==> src/rtl/i2c_slave_pkg.sv <==
// Shared constants for the APB-programmable I2C target: register word
// indices, STATUS bit positions and the bus FSM state encoding.
package i2c_slave_pkg;

  localparam logic [3:0] REG_CFG    = 4'h0;
  localparam logic [3:0] REG_RX     = 4'h1;
  localparam logic [3:0] REG_TX     = 4'h2;
  localparam logic [3:0] REG_STATUS = 4'h3;

  localparam int STAT_IRQ       = 0;
  localparam int STAT_RX_FULL   = 1;
  localparam int STAT_TX_EMPTY  = 2;
  localparam int STAT_ADDRESSED = 3;
  localparam int STAT_RW        = 4;
  localparam int STAT_OVERRUN   = 5;
  localparam int STAT_NACK      = 6;
  localparam int STAT_STOP      = 7;

  typedef enum logic [2:0] {
    S_IDLE,
    S_ADDR,
    S_ADDR_ACK,
    S_WRITE,
    S_WRITE_ACK,
    S_READ,
    S_READ_ACK,
    S_IGNORE
  } i2c_slv_state_e;

endpackage

==> src/rtl/i2c_slave_bus_mon.sv <==
// SCL/SDA synchronizers and registered bus-event pulses; pad to pulse is
// three clocks. sda_o is the synchronized SDA level aligned with the pulses.
module i2c_slave_bus_mon (
  input  logic clk_i,
  input  logic rst_ni,
  input  logic scl_i,
  input  logic sda_i,
  output logic scl_rise_o,
  output logic scl_fall_o,
  output logic start_o,
  output logic stop_o,
  output logic sda_o
);

  logic [1:0] scl_sync_q, sda_sync_q;
  logic       scl_prev_q, sda_prev_q;
  logic       scl_rise_q, scl_fall_q, start_q, stop_q;

  // Synchronizers reset to the idle-high bus level so reset release is not an edge.
  always_ff @(posedge clk_i or negedge rst_ni) begin
    if (!rst_ni) begin
      scl_sync_q <= 2'b11;
      sda_sync_q <= 2'b11;
      scl_prev_q <= 1'b1;
      sda_prev_q <= 1'b1;
      scl_rise_q <= 1'b0;
      scl_fall_q <= 1'b0;
      start_q    <= 1'b0;
      stop_q     <= 1'b0;
    end else begin
      scl_sync_q <= {scl_sync_q[0], scl_i};
      sda_sync_q <= {sda_sync_q[0], sda_i};
      scl_prev_q <= scl_sync_q[1];
      sda_prev_q <= sda_sync_q[1];
      scl_rise_q <= scl_sync_q[1] & ~scl_prev_q;
      scl_fall_q <= ~scl_sync_q[1] & scl_prev_q;
      start_q    <= scl_sync_q[1] & scl_prev_q & sda_prev_q & ~sda_sync_q[1];
      stop_q     <= scl_sync_q[1] & scl_prev_q & ~sda_prev_q & sda_sync_q[1];
    end
  end

  assign scl_rise_o = scl_rise_q;
  assign scl_fall_o = scl_fall_q;
  assign start_o    = start_q;
  assign stop_o     = stop_q;
  assign sda_o      = sda_prev_q;

endmodule

==> src/rtl/apb_i2c_slave.sv <==
// APB-programmable I2C target: 7-bit address match, RX/TX byte registers,
// W1C status flags and an interrupt. Never stretches SCL.
module apb_i2c_slave
  import i2c_slave_pkg::*;
#(
  parameter int APB_ADDR_WIDTH = 12
) (
  input  logic                      HCLK,
  input  logic                      HRESETn,
  input  logic [APB_ADDR_WIDTH-1:0] PADDR,
  input  logic [31:0]               PWDATA,
  input  logic                      PWRITE,
  input  logic                      PSEL,
  input  logic                      PENABLE,
  output logic [31:0]               PRDATA,
  output logic                      PREADY,
  output logic                      PSLVERR,
  output logic                      interrupt_o,
  input  logic                      scl_pad_i,
  output logic                      scl_pad_o,
  output logic                      scl_padoen_o,
  input  logic                      sda_pad_i,
  output logic                      sda_pad_o,
  output logic                      sda_padoen_o,
  output logic [2:0]                dbg_state_o
);

  logic scl_rise, scl_fall, bus_start, bus_stop, sda_in;

  i2c_slave_bus_mon u_bus_mon (
    .clk_i      (HCLK),
    .rst_ni     (HRESETn),
    .scl_i      (scl_pad_i),
    .sda_i      (sda_pad_i),
    .scl_rise_o (scl_rise),
    .scl_fall_o (scl_fall),
    .start_o    (bus_start),
    .stop_o     (bus_stop),
    .sda_o      (sda_in)
  );

  i2c_slv_state_e state_q, state_d;
  logic [2:0] bit_cnt_q, bit_cnt_d;
  logic [7:0] shift_q, shift_d, rx_q, rx_d, tx_q, tx_d;
  logic [6:0] own_addr_q, own_addr_d;
  logic en_q, en_d, ien_q, ien_d, rx_full_q, rx_full_d, tx_valid_q, tx_valid_d;
  logic irq_q, irq_d, addressed_q, addressed_d, rw_q, rw_d;
  logic overrun_q, overrun_d, nack_q, nack_d, stop_q, stop_d;
  logic sda_oe_q, sda_oe_d, phase_q, phase_d, ack_q, ack_d, intr_q;
  logic apb_wr, apb_rd, irq_set, do_load;
  logic [3:0] reg_idx;
  logic [7:0] load_byte;
  logic unused_apb;

  // APB: zero wait state; an access completes in the cycle PSEL & PENABLE is high.
  assign reg_idx    = PADDR[5:2];
  assign apb_wr     = PSEL & PENABLE & PWRITE;
  assign apb_rd     = PSEL & PENABLE & ~PWRITE;
  assign load_byte  = tx_valid_q ? tx_q : 8'hFF;
  assign unused_apb = ^{PADDR[APB_ADDR_WIDTH-1:6], PADDR[1:0], PWDATA[31:9]};

  always_comb begin
    state_d     = state_q;
    bit_cnt_d   = bit_cnt_q;
    shift_d     = shift_q;
    rx_d        = rx_q;
    tx_d        = tx_q;
    own_addr_d  = own_addr_q;
    en_d        = en_q;
    ien_d       = ien_q;
    rx_full_d   = rx_full_q;
    tx_valid_d  = tx_valid_q;
    irq_d       = irq_q;
    addressed_d = addressed_q;
    rw_d        = rw_q;
    overrun_d   = overrun_q;
    nack_d      = nack_q;
    stop_d      = stop_q;
    sda_oe_d    = sda_oe_q;
    phase_d     = phase_q;
    ack_d       = ack_q;
    irq_set     = 1'b0;
    do_load     = 1'b0;

    if (apb_wr && reg_idx == REG_CFG) {ien_d, en_d, own_addr_d} = PWDATA[8:0];
    if (apb_wr && reg_idx == REG_STATUS) begin
      if (PWDATA[STAT_IRQ])     irq_d     = 1'b0;
      if (PWDATA[STAT_OVERRUN]) overrun_d = 1'b0;
      if (PWDATA[STAT_NACK])    nack_d    = 1'b0;
      if (PWDATA[STAT_STOP])    stop_d    = 1'b0;
    end
    // RX read clears before any commit below, so a same-cycle commit is accepted.
    if (apb_rd && reg_idx == REG_RX) rx_full_d = 1'b0;

    if (bus_stop) begin
      state_d     = S_IDLE;
      addressed_d = 1'b0;
      sda_oe_d    = 1'b0;
      phase_d     = 1'b0;
      if (addressed_q) begin
        stop_d  = 1'b1;
        irq_set = 1'b1;
      end
    end else if (bus_start) begin
      state_d   = S_ADDR;
      bit_cnt_d = 3'd0;
      sda_oe_d  = 1'b0;
      phase_d   = 1'b0;
    end else if (!en_q && state_q != S_IDLE && state_q != S_IGNORE) begin
      state_d  = S_IGNORE;
      sda_oe_d = 1'b0;
      phase_d  = 1'b0;
    end else begin
      case (state_q)
        S_ADDR: if (scl_rise) begin
          shift_d   = {shift_q[6:0], sda_in};
          bit_cnt_d = bit_cnt_q + 3'd1;
          if (bit_cnt_q == 3'd7) begin
            if (shift_d[7:1] == own_addr_q) begin
              addressed_d = 1'b1;
              rw_d        = shift_d[0];
              state_d     = S_ADDR_ACK;
              irq_set     = 1'b1;
            end else begin
              addressed_d = 1'b0;
              state_d     = S_IGNORE;
            end
          end
        end
        // phase_q marks the ACK bit window, opened and closed by successive SCL falls.
        S_ADDR_ACK: if (scl_fall) begin
          if (!phase_q) begin
            phase_d  = 1'b1;
            sda_oe_d = 1'b1;
          end else begin
            phase_d  = 1'b0;
            sda_oe_d = 1'b0;
            if (rw_q) begin
              do_load = 1'b1;
            end else begin
              state_d   = S_WRITE;
              bit_cnt_d = 3'd0;
            end
          end
        end
        S_WRITE: if (scl_rise) begin
          shift_d   = {shift_q[6:0], sda_in};
          bit_cnt_d = bit_cnt_q + 3'd1;
          if (bit_cnt_q == 3'd7) begin
            state_d = S_WRITE_ACK;
            if (!rx_full_d) begin
              rx_d      = shift_d;
              rx_full_d = 1'b1;
              irq_set   = 1'b1;
              ack_d     = 1'b1;
            end else begin
              overrun_d = 1'b1;
              ack_d     = 1'b0;
            end
          end
        end
        S_WRITE_ACK: if (scl_fall) begin
          if (!phase_q) begin
            phase_d  = 1'b1;
            sda_oe_d = ack_q;
          end else begin
            phase_d   = 1'b0;
            sda_oe_d  = 1'b0;
            state_d   = S_WRITE;
            bit_cnt_d = 3'd0;
          end
        end
        S_READ: if (scl_fall) begin
          bit_cnt_d = bit_cnt_q + 3'd1;
          if (bit_cnt_q == 3'd7) begin
            sda_oe_d = 1'b0;
            state_d  = S_READ_ACK;
          end else begin
            shift_d  = {shift_q[6:0], 1'b0};
            sda_oe_d = ~shift_q[6];
          end
        end
        S_READ_ACK: if (scl_rise) begin
          if (!sda_in) begin
            phase_d = 1'b1;
          end else begin
            nack_d  = 1'b1;
            state_d = S_IGNORE;
          end
        end else if (scl_fall && phase_q) begin
          phase_d = 1'b0;
          do_load = 1'b1;
        end
        default: ;
      endcase
    end

    // The shifter load sees the old TX/tx_valid; a same-cycle TX write lands after it.
    if (do_load) begin
      shift_d   = load_byte;
      sda_oe_d  = ~load_byte[7];
      bit_cnt_d = 3'd0;
      state_d   = S_READ;
      if (tx_valid_q) begin
        tx_valid_d = 1'b0;
        irq_set    = 1'b1;
      end
    end
    if (apb_wr && reg_idx == REG_TX) begin
      tx_d       = PWDATA[7:0];
      tx_valid_d = 1'b1;
    end
    if (irq_set) irq_d = 1'b1;
  end

  always_ff @(posedge HCLK or negedge HRESETn) begin
    if (!HRESETn) begin
      state_q     <= S_IDLE;
      bit_cnt_q   <= 3'd0;
      shift_q     <= 8'h00;
      rx_q        <= 8'h00;
      tx_q        <= 8'h00;
      own_addr_q  <= 7'h00;
      en_q        <= 1'b0;
      ien_q       <= 1'b0;
      rx_full_q   <= 1'b0;
      tx_valid_q  <= 1'b0;
      irq_q       <= 1'b0;
      addressed_q <= 1'b0;
      rw_q        <= 1'b0;
      overrun_q   <= 1'b0;
      nack_q      <= 1'b0;
      stop_q      <= 1'b0;
      sda_oe_q    <= 1'b0;
      phase_q     <= 1'b0;
      ack_q       <= 1'b0;
      intr_q      <= 1'b0;
    end else begin
      state_q     <= state_d;
      bit_cnt_q   <= bit_cnt_d;
      shift_q     <= shift_d;
      rx_q        <= rx_d;
      tx_q        <= tx_d;
      own_addr_q  <= own_addr_d;
      en_q        <= en_d;
      ien_q       <= ien_d;
      rx_full_q   <= rx_full_d;
      tx_valid_q  <= tx_valid_d;
      irq_q       <= irq_d;
      addressed_q <= addressed_d;
      rw_q        <= rw_d;
      overrun_q   <= overrun_d;
      nack_q      <= nack_d;
      stop_q      <= stop_d;
      sda_oe_q    <= sda_oe_d;
      phase_q     <= phase_d;
      ack_q       <= ack_d;
      intr_q      <= irq_q & ien_q;
    end
  end

  always_comb begin
    PRDATA = 32'h0;
    case (reg_idx)
      REG_CFG:    PRDATA[8:0] = {ien_q, en_q, own_addr_q};
      REG_RX:     PRDATA[7:0] = rx_q;
      REG_TX:     PRDATA[7:0] = tx_q;
      REG_STATUS: PRDATA[7:0] = {stop_q, nack_q, overrun_q, rw_q, addressed_q,
                                 ~tx_valid_q, rx_full_q, irq_q};
      default: ;
    endcase
  end

  assign PREADY       = 1'b1;
  assign PSLVERR      = 1'b0;
  assign interrupt_o  = intr_q;
  assign scl_pad_o    = 1'b0;
  assign scl_padoen_o = 1'b1;
  assign sda_pad_o    = 1'b0;
  assign sda_padoen_o = ~sda_oe_q;
  assign dbg_state_o  = state_q;

endmodule

==> config.mk <==
export PLATFORM = sky130hd
export DESIGN_NAME = apb_i2c_slave
export DESIGN_NICKNAME = d
export VERILOG_FILES = /design/src/rtl/i2c_slave_pkg.sv /design/src/rtl/i2c_slave_bus_mon.sv /design/src/rtl/apb_i2c_slave.sv
export SDC_FILE = /design/constraint.sdc
export NUM_CORES = 1
export LEC_CHECK = 0
export CAP_MARGIN = 20
export CORE_MARGIN = 2
export CORE_UTILIZATION = 48
export CTS_CLUSTER_SIZE = 28
export DETAILED_ROUTE_END_ITERATION = 8
export DONT_BUFFER_PORTS = 1
export GPL_ROUTABILITY_DRIVEN = 0
export PLACE_DENSITY = 0.71
export RECOVER_POWER = 25
export SLEW_MARGIN = 10
export SYNTH_ARGS = -nofsm -noshare
export SYNTH_HDL_FRONTEND = slang
export SYNTH_HIERARCHICAL = 1
export SYNTH_SLANG_ARGS = --single-unit
==> constraint.sdc <==
create_clock -name HCLK -period 1.8 [get_ports HCLK]
set_input_delay 0.36 -clock HCLK [delete_from_list [all_inputs] [get_ports HCLK]]
set_output_delay 0.36 -clock HCLK [all_outputs]
set_load 0.03 [all_outputs]
==> qor.csv <==
metric;value;unit
start_util;49.20;%
failing_checks;setup timing;
wire_length_of_the_first_global_routing_pass;15.49;mm
antenna-diode-count;0;
fin_cells;521;
first_global_vias;2977;
drc;0;
route.final.wire_length;9.859;mm
setup_viol;25;
final.setup.worst_slack;-0.1003;ns
timing.slew.headroom;45.74;%
setup.worst_path.start_class;register;
numCtsBuffers;9;
share_of_synthesized_area_occupied_by_flip_flops_and_latches;42.51;%
hold_path.class;in -> reg;
dr_vias;2915;
grt_remaining_overflow;0;
antenna_found_initial;0;
utilization;66.89;%
yosys.area.top_type;dfrtp_1;
ant_nets;0;
cpPeakStageDelay;0.46;ns
clkLatencyLatePin;0.35;ns
synth-edff-count;0;
leakage;2.211;nW
fin_worst_skew;0.004940;ns
cap_viol_max_count;0;
distinct_cell_type_count_after_synthesis;64;
drt_iter0_markers;175;
cts_num_sinks;60;
critical_path_peak_fanout;7;
layout-drive-gt1-share;42.42;%
std_cell_rows;31;
kind_of_cell_with_the_highest_combined_delay_on_the_critical_path;simple AND/OR/NAND/NOR gates;
critPathCaptureType;register;
worst_slew_pin_slew;0.8140;ns
flow.area_growth_from_synthesis;35.95;%
netlist.area_leader.share;38.07;%
post-place-cells;479;
critical_path.slowest_cell;dfrtp_2;
worstPathRequired;2.03;ns
cts_root_buffer;clkbuf_8;
netlist_top_cells_area;dfrtp_1 38%, buf_4 6.6%, mux2_2 6.0%;
routedWlPerCell;18.92;µm
floorplan.die.width;90.00;µm
min_period_over_period;105.6;%
tritoncts;yes;
maximum_count_of_clock_buffers_along_a_single_path;2;
finish.net_count;470;
dr.pass1.iters;5;
finalSetupTns;-1.387;ns
critPathMostFrequentCell;buf_6;
rsz_0062_raised_after_global_routing;true;
mappedNetlistArea;0.003550;mm²
fin_area;0.004826;mm²
number_of_levels_the_h_tree_was_split_into;3;
core-area;0.007214;mm²
fmaxAchievable;526.2;MHz
final.fill_count;517;
grt_usage;24.42;%
ys_ff_latch;60;
worst_ep_arrival_time;2.13;ns
routed_via_density;5.595;
post_synth_inst_count;335;
chipHeight;90.00;µm
max-vdd-ir-drop;0.6302;mV
timing.critical_path.cells;buf_6, buf_6, nand4b_1, nor2_1, buf_4, nand4_4, mux2_4;
synthFlopType;dfrtp_1;
cp_num_buf_inv;3;
ios;93;
buffer_ports.inserted;0;
final_hold_viol_count;0;
yosysWarnings;6;
maximum_number_of_pins_on_one_net_before_global_route_repair;61;
postSynthAreaPerCell;10.60;µm²
power.density;1281;mW/mm²
clk_transition_reported_paths;0.06;ns
result_of_the_run;finished with violations;
post-dp-hpwl;6.163;mm
period_minus_slack;1.900;ns
timing_max_transition_violations_final;0;
synth-async-reset-ratio;100.0;%
dieArea;0.008099;mm²
critical_path_class;reg -> reg;
placed_area;0.004070;mm²
## path summary, 6_finish.rpt
path	startpoint	end	slack, ns	cells after the start
max	dbg_state_o[2]	rx_q[4]	-0.10	7
max in group asynchronous	HRESETn	en_q	0.54	2
max reg2reg	dbg_state_o[2]	rx_q[4]	-0.10	7
min in group asynchronous	HRESETn	phase_q	0.68	2
min reg2reg	u_bus_mon/sda_sync_q[0]	u_bus_mon/sda_sync_q[1]	0.36	0
min	PWDATA[2]	tx_q[2]	0.14	2
## cells in the final DEF, fill, tap and decap left out, types with 9 or more instances in the layout
master,instances
buf_4,59
dfrtp_1,50
conb_1,28
nand2_1,19
buf_6,19
inv_1,15
mux2_2,15
mux2_4,12
clkbuf_8,12
o21ai_0,11
a21oi_1,11
mux2i_1,11
a221o_1,9
buf_12,9
## report_power, final
group / switching (W) / internal, W
clock: 0.000522 / 0.000755
sequential: 0.000227 / 0.00160
combinational: 0.00153 / 0.00155
total: 0.00228 / 0.00390
## sequential cells by signal, summed over array words and instances, names as in the netlist, 2 cells and up
name / cells
dbg_state_o: 3
bit_cnt_q: 3
rx_q: 8
tx_q: 8
shift_q: 7
u_bus_mon/scl_sync_q: 2
own_addr_q: 7
u_bus_mon/sda_sync_q: 2
## worst reg2reg max path: cells and delay by family (launching register included)
family	cells	cell delay, ns
flip-flops	1	0.46
multiplexers	1	0.36
buffers and inverters	3	0.42
AND/OR/NAND/NOR	3	0.55
## layer usage
metal / share of wire (%) / GRT usage (%) / vias up
met2: 51 / 40.66 / 106
met4: 2.5 / 9.615 / 0
met3: 5.3 / 5.784 / 25
met5: 0 / 0 / -
met1: 41 / 30.95 / 1460
li1: - / - / 1324
## through the flow
stage | hold WS [ns] | total power (W) | worst slack, ns
floorplan | 0.06441 | 0.003431 | -0.1824
global placement | 0.06696 | 0.004050 | -0.1880
detailed placement | 0.06680 | 0.004107 | -0.1776
CTS | 0.005706 | 0.005853 | -0.06736
global route | 0.1428 | 0.006500 | -0.1872
finish | 0.1378 | 0.006181 | -0.1003
## area by class of cell
class,count,area [µm²],area share (%)
multi-input combinational,239,2047,42.42
sequential,60,1514,31.37
timing repair buffer,91,874.6,18.12
clock buffer,15,176.4,3.656
tap,99,123.9,2.567
inverter,16,60.06,1.244
clock inverter,1,30.03,0.6222
## logic make-up (layout without fill, tap and decap cells)
logic type / count (synthesis) / after routing / synth area share [%]
flops: 60 / 60 / 42.51
fa+ha+maj: 2 / 2 / 0.7049
mux: 39 / 39 / 12.37
buf+inv: 62 / 123 / 10.36
simple gates: 85 / 85 / 14.81
compound gates: 78 / 78 / 17.31
xor+xnor: 7 / 7 / 1.727
other cells: 2 / 28 / 0.2116
## synth_stat cells, types with 3 or more instances
| master | count |
|---|---|
| a21o_1 | 3 |
| a21oi_1 | 14 |
| a221o_1 | 9 |
| a22o_1 | 8 |
| a2bb2oi_1 | 3 |
| a41oi_1 | 3 |
| and2_1 | 5 |
| buf_2 | 9 |
| buf_4 | 31 |
| clkbuf_1 | 5 |
| dfrtp_1 | 54 |
| dfstp_2 | 6 |
| inv_1 | 16 |
| mux2_1 | 4 |
| mux2_2 | 19 |
| mux2_4 | 4 |
| mux2i_1 | 12 |
| nand2_1 | 21 |
| nand2b_1 | 12 |
| nand3_1 | 6 |
| nor2_1 | 9 |
| nor2b_1 | 5 |
| nor3_1 | 6 |
| o21ai_0 | 14 |
| xnor2_1 | 7 |
## repair_timing
item,CTS,global route
gates resized for setup,40,37
setup endpoints to repair,28,36
hold buffers,2,2
pin swaps,12,11
hold endpoints to repair,60,2
setup buffers,19,5
No activity file was read; power rests on OpenSTA's default activity.
